**config.mk**
```make
export PLATFORM = sky130hd
export DESIGN_NAME = shl_serial32
export DESIGN_NICKNAME = d
export VERILOG_FILES = /design/src/rtl/shl_serial32.sv
export SDC_FILE = /design/constraint.sdc
export NUM_CORES = 1
export LEC_CHECK = 0
export ABC_AREA = 1
export BUFFER_PORTS_ARGS = -buffer_cell sky130_fd_sc_hd__buf_2
export CAP_MARGIN = 20
export CELL_PAD_IN_SITES_DETAIL_PLACEMENT = 2
export CELL_PAD_IN_SITES_GLOBAL_PLACEMENT = 2
export CORE_MARGIN = 2
export CORE_UTILIZATION = 28
export DETAILED_ROUTE_END_ITERATION = 8
export GPL_ROUTABILITY_DRIVEN = 0
export GPL_TIMING_DRIVEN = 0
export PLACE_DENSITY_LB_ADDON = 0.08
export SLEW_MARGIN = 20
export SYNTH_ARGS = -nofsm -noshare
export SYNTH_HDL_FRONTEND = slang
export SYNTH_SLANG_ARGS = --single-unit
```
**constraint.sdc**
```tcl
create_clock -name clk -period 2.71 [get_ports clk]
set_input_delay 0.1355 -clock clk [delete_from_list [all_inputs] [get_ports clk]]
set_output_delay 0.1355 -clock clk [all_outputs]
set_load 0.03 [all_outputs]
```
**src/rtl/shl_serial32.sv**
```systemverilog
// shl_serial32: serial left shift/rotate, one bit per clock, start/done handshake
module shl_serial32 #(
  parameter int WIDTH = 32,
  parameter int SHW   = 5
) (
  input  logic             clk,
  input  logic             rst,
  input  logic             start,
  input  logic [WIDTH-1:0] a,
  input  logic [SHW-1:0]   shamt,
  input  logic             rotate,
  input  logic             fill,
  output logic             busy,
  output logic             done,
  output logic [WIDTH-1:0] result,
  output logic             cout
);
  typedef enum logic [1:0] {IDLE, SHIFT, DONE} state_t;
  state_t state, state_nxt;
  logic [WIDTH-1:0] sreg;
  logic [SHW-1:0] cnt;
  logic rot_q, fill_q, accept;
  assign accept = start && state != SHIFT;
  always_comb begin
    state_nxt = state;
    if (accept) state_nxt = (shamt == '0) ? DONE : SHIFT;
    else if (state == SHIFT) state_nxt = (cnt == SHW'(1)) ? DONE : SHIFT;
    else if (state == DONE) state_nxt = IDLE;
  end
  always_ff @(posedge clk or posedge rst) begin
    if (rst) begin
      state  <= IDLE;
      sreg   <= '0;
      cnt    <= '0;
      rot_q  <= 1'b0;
      fill_q <= 1'b0;
      cout   <= 1'b0;
    end else begin
      state <= state_nxt;
      if (accept) begin
        sreg   <= a;
        cnt    <= shamt;
        rot_q  <= rotate;
        fill_q <= fill;
        cout   <= 1'b0;
      end else if (state == SHIFT) begin
        sreg <= {sreg[WIDTH-2:0], rot_q ? sreg[WIDTH-1] : fill_q};
        cout <= sreg[WIDTH-1];
        cnt  <= cnt - 1'b1;
      end
    end
  end
  assign busy   = state == SHIFT;
  assign done   = state == DONE;
  assign result = sreg;
endmodule
```
## Word-level counts from Yosys, hierarchy flattened

Index checks and enable logic that the tools add are counted.

- Eq/ne operators: 4
- $add $sub $neg: 1
- Mux-type cells: 12
- Reductions and logical operators: 4

Operator list:

| kind | number |
|---|---|
| $mux 32 | 2 |
| $mux 2 | 5 |
| $mux 5 | 2 |
| $eq 5x1->1 const B | 1 |
| $logic_not 5->1 | 1 |
| $sub 5x1->5 const B | 1 |
| $mux 1 | 3 |
| $reduce_bool 3->1 | 1 |
| $eq 2x1->1 const B | 1 |
| $eq 2x2->1 const B | 1 |
| $ne 2x1->1 const B | 1 |
| $reduce_bool 2->1 | 1 |
| $logic_and 1x1->1 | 1 |

- Output and inout bits: 35
- Logic and storage cells: 27
- Register bits: 42

## Depth between registers and ports, before layout

- Word-level depth: 4
- Mapped depth: 9
- Mapped depth without buffers: 8

## Worst setup path before layout

Ideal clock, no wire load.

- Path type: register to register
- Start: register state[1]
- End: register state[1]
- Path slack: 1.140 ns
- Stages on the path, launching flop included: 9
- Period minus slack after synthesis: 1.570 ns
- Arrival: 1.445 ns
- Cell sequence: dfrtp_1 -> inv_1 -> ha_1 -> buf_6 -> inv_2 -> nand2_2 -> nand2_1 -> nand3_1 -> nand3_1

- Longest elaborated chain between the ends: 3

RTL lines:

| item | RTL line | source |
|---|---|---|
| start: declaration | 19 | `state_t state, state_nxt;` |
| start signal: assignment | 39 | `state <= state_nxt;` |
| $eq 2x1->1 (*) | n/a |  |
| net busy | 13 | `output logic busy,` |
| $mux 2 | 27 | `else if (state == SHIFT) state_nxt = (cnt == SHW'(1)) ? DONE : SHIFT;` |
| $mux 2 | 26 | `if (accept) state_nxt = (shamt == '0) ? DONE : SHIFT;` |

Mark *: on every way through the listed nets, which the timed path passes. The rest lies on a longest branch.
A chain may end at the register's enable or synchronous reset.

## Final worst setup path

- Start: register state[1]
- End: register state[1]

- Longest elaborated chain between the ends: 3

RTL lines:

| item | RTL line |
|---|---|
| $eq 2x1->1 or $ne 2x1->1 (tied branches) | 27, 23 |
| $mux 2 or $logic_and 1x1->1 (tied branches) | 27, 23 |
| $mux 2 or $reduce_bool 3->1 (tied branches) | n/a |

Parallel ways exist; a longest one is shown, timed or not.

==> flow_summary.yaml <==
setup_path:
  cpMaxStageDelayCell: "dfrtp_1"
  worst-path-max-fanout: 10
  crit_chain: "inv_1 -> ha_1 -> buf_6 -> inv_2 -> nand2_2 -> nand2_1 -> nand3_1 -> nand3_1"
  max_stage_delay_ns: 0.41
  end_kind: "flip-flop"
  worstSetupStartpointType: "flip-flop"
  worstSetupPathType: "flip-flop to flip-flop"
  cpMostUsedCell: "nand3_1"
  cp.required_ns: 2.89
  worstPathArrival_ns: 1.79
sta:
  min_period_over_period: 0.5935
  clock_skew_ns: 0.006124
  maxSlewHeadroom: 0.7200
  fin_setup_tns_ns: 0
  grt_setup_unrepaired: "no"
  drv_slew: 0
  finalSetupViolCount: 0
  fmax_mhz: 621.8
  final_hold_viol_count: 0
  period_needed_ns: 1.608
  tightest_slew_ns: 0.4194
routing:
  vias: 2056
  drcViolationCount: 0
  wl_per_cell_um: 14.46
  drt_wl_total_mm: 6.375
  dr.pass1.iters: 4
  drt_iter0_markers: 38
  ant_nets: 0
  vias_per_cell: 4.662
cts:
  cts_post_setup_buffers_inserted: 0
  cts_tree: "done"
  clkSinkCount: 42
  root_buffer: "clkbuf_8"
  clk_latency_ns: 0.30
  htreeDepth: 2
  cts.path.max_buffers: 2
  clkTransAtPathRegs_ns: 0.09
  cts_resized: 0
  cts-buffers-inserted: 5
synthesis:
  seq_area_frac_synth: 0.5192
  syn_inst: 259
  syn_area_um2: 2024
  synth_cell_types: 17
  syn_avg_cell_area_um2: 7.816
  ys_warn_count: 0
  syn-num-nets: 305
  synth.top_cells.by_area: "dfrtp_1 52%, nand2_1 24%, nand3_1 9.9%"
  yosys.area.top_type: "dfrtp_1"
  synth.top_cell.area_share: 0.5192
  ys_seq_elements: 42
final_layout:
  n_fill_cell: 877
  num-nets-final: 390
  multiInputGateArea_um2: 845.8
  ff_latch_area_um2: 1051
  syn_to_final_growth_pct: 30.90
  drive_gt1_frac: 0.2928
  diodes: 0
  layout_common_cells: "128 x nand2_1, 82 x buf_2, 42 x dfrtp_1, 40 x nand3_1, 14 x inv_1"
  finish.utilization: 0.3837
  layout_commonest_cell: "nand2_1"
  instances_no_fill: 441
grt:
  grt_pass1_wl_mm: 10.65
  antenna_found_initial: 0
  grt_pass1_vias: 2219
  grt_max_degree: 27
  grtUsageTotal: 0.1751
  overflow: 0
floorplanning:
  fp.dieH_um: 89.03
  row_count: 30
  num_io_pins: 77
  die-width_um: 89.03
  floorplan.initialDensity: 0.2931
  die_area_um2: 7926
  core_um2: 6907
placement:
  dp_hpwl_mm: 4.894
  io_buffers: 76
  place_inst: 432
run_status:
  status: "completed"
pwr:
  leakage_uw: 0.001443
  vdd_drop_max_v: 0.0003606
  p_per_area_nw_per_um2: 1305
worst_hold_path:
  hp-class: "input pin to flip-flop"
job:
  maxCapViolCount: 0
## Yosys cell counts
library cell / n
nor3_1: 1
o211ai_1: 3
inv_2: 2
a21oi_1: 1
buf_2: 6
nor2_1: 4
o21ai_0: 6
nand3_1: 40
nor2_8: 1
ha_1: 4
buf_6: 1
nand2_1: 128
nand2_2: 1
buf_4: 3
nor2_4: 1
inv_1: 15
dfrtp_1: 42
## cell families (layout without fill, tap and decap cells)
group | Yosys count | after routing | synth area share
buffers and inverters | 27 | 113 | 0.06304
AOI/OAI and AO/OA | 10 | 10 | 0.02843
and+or+nand+nor | 176 | 176 | 0.3646
adders and majority gates | 4 | 4 | 0.02472
DFF | 42 | 42 | 0.5192
## per-layer routing
metal | global-route usage | vias up | part of all wire
li1 | - | 980 | -
met2 | 0.2999 | 41 | 0.50
met4 | 0.04478 | 0 | 0.0096
met3 | 0.04247 | 5 | 0.051
met1 | 0.2228 | 1030 | 0.44
met5 | 0 | - | 0
## power by group
part,internal [uW],switching (uW),total (uW)
sequential,928,232,1160
combinational,578,1280,1860
clock,205,236,441
total,1710,1750,3460
## worst max-delay path: cells and delay by family (launching register included)
family                   cells  cell delay (ns)
AND/OR/NAND/NOR              4             0.44
flip-flops                   1             0.41
buffers and inverters        3             0.35
adder cells (fa/ha/maj)      1             0.30
## repair_timing
action,4_1_cts,5_1_grt
hold buffers,1,0
hold endpoints to repair,16,0
endpoints found under the setup margin,0,0
## through the flow
step	worst slack (ns)	power (uW)	hold slack [ns]	instance area, um^2
floorplan	1.140	2447	0.2451	2024
CTS	1.080	3533	0.02767	2650
global route	0.9536	3764	0.03781	2650
detailed placement	1.086	3073	0.1572	2545
global placement	0.8238	3014	0.3366	2525
finish	1.102	3457	0.03562	2650
## final timing paths
path | endpoint | start | cells past startpoint | slack (ns)
worst max-delay path | state[1] | state[1] | 8 | 1.10
worst min-delay path | result[11] | a[11] | 3 | 0.04
worst max register to register | state[1] | state[1] | 8 | 1.10
worst min register to register | fill_q | fill_q | 2 | 0.49
max in group asynchronous | cnt[2] | rst | 4 | 1.84
min in group asynchronous | result[26] | rst | 3 | 0.38
## layout make-up
cell class	count	share of cell area
multi-input combinational	190	0.3192
tap	96	0.04533
inverter	17	0.02408
buffer	10	0.02408
sequential	42	0.3966
timing repair buffer	78	0.1549
clock buffer	6	0.03116
clock inverter	2	0.004721
## sequential cells by signal, summed over array words and instances, names as in the netlist
register	count
fill_q	1
cout	1
cnt	5
state	2
result	32
rot_q	1
No activity file was read; power rests on OpenSTA's default activity.
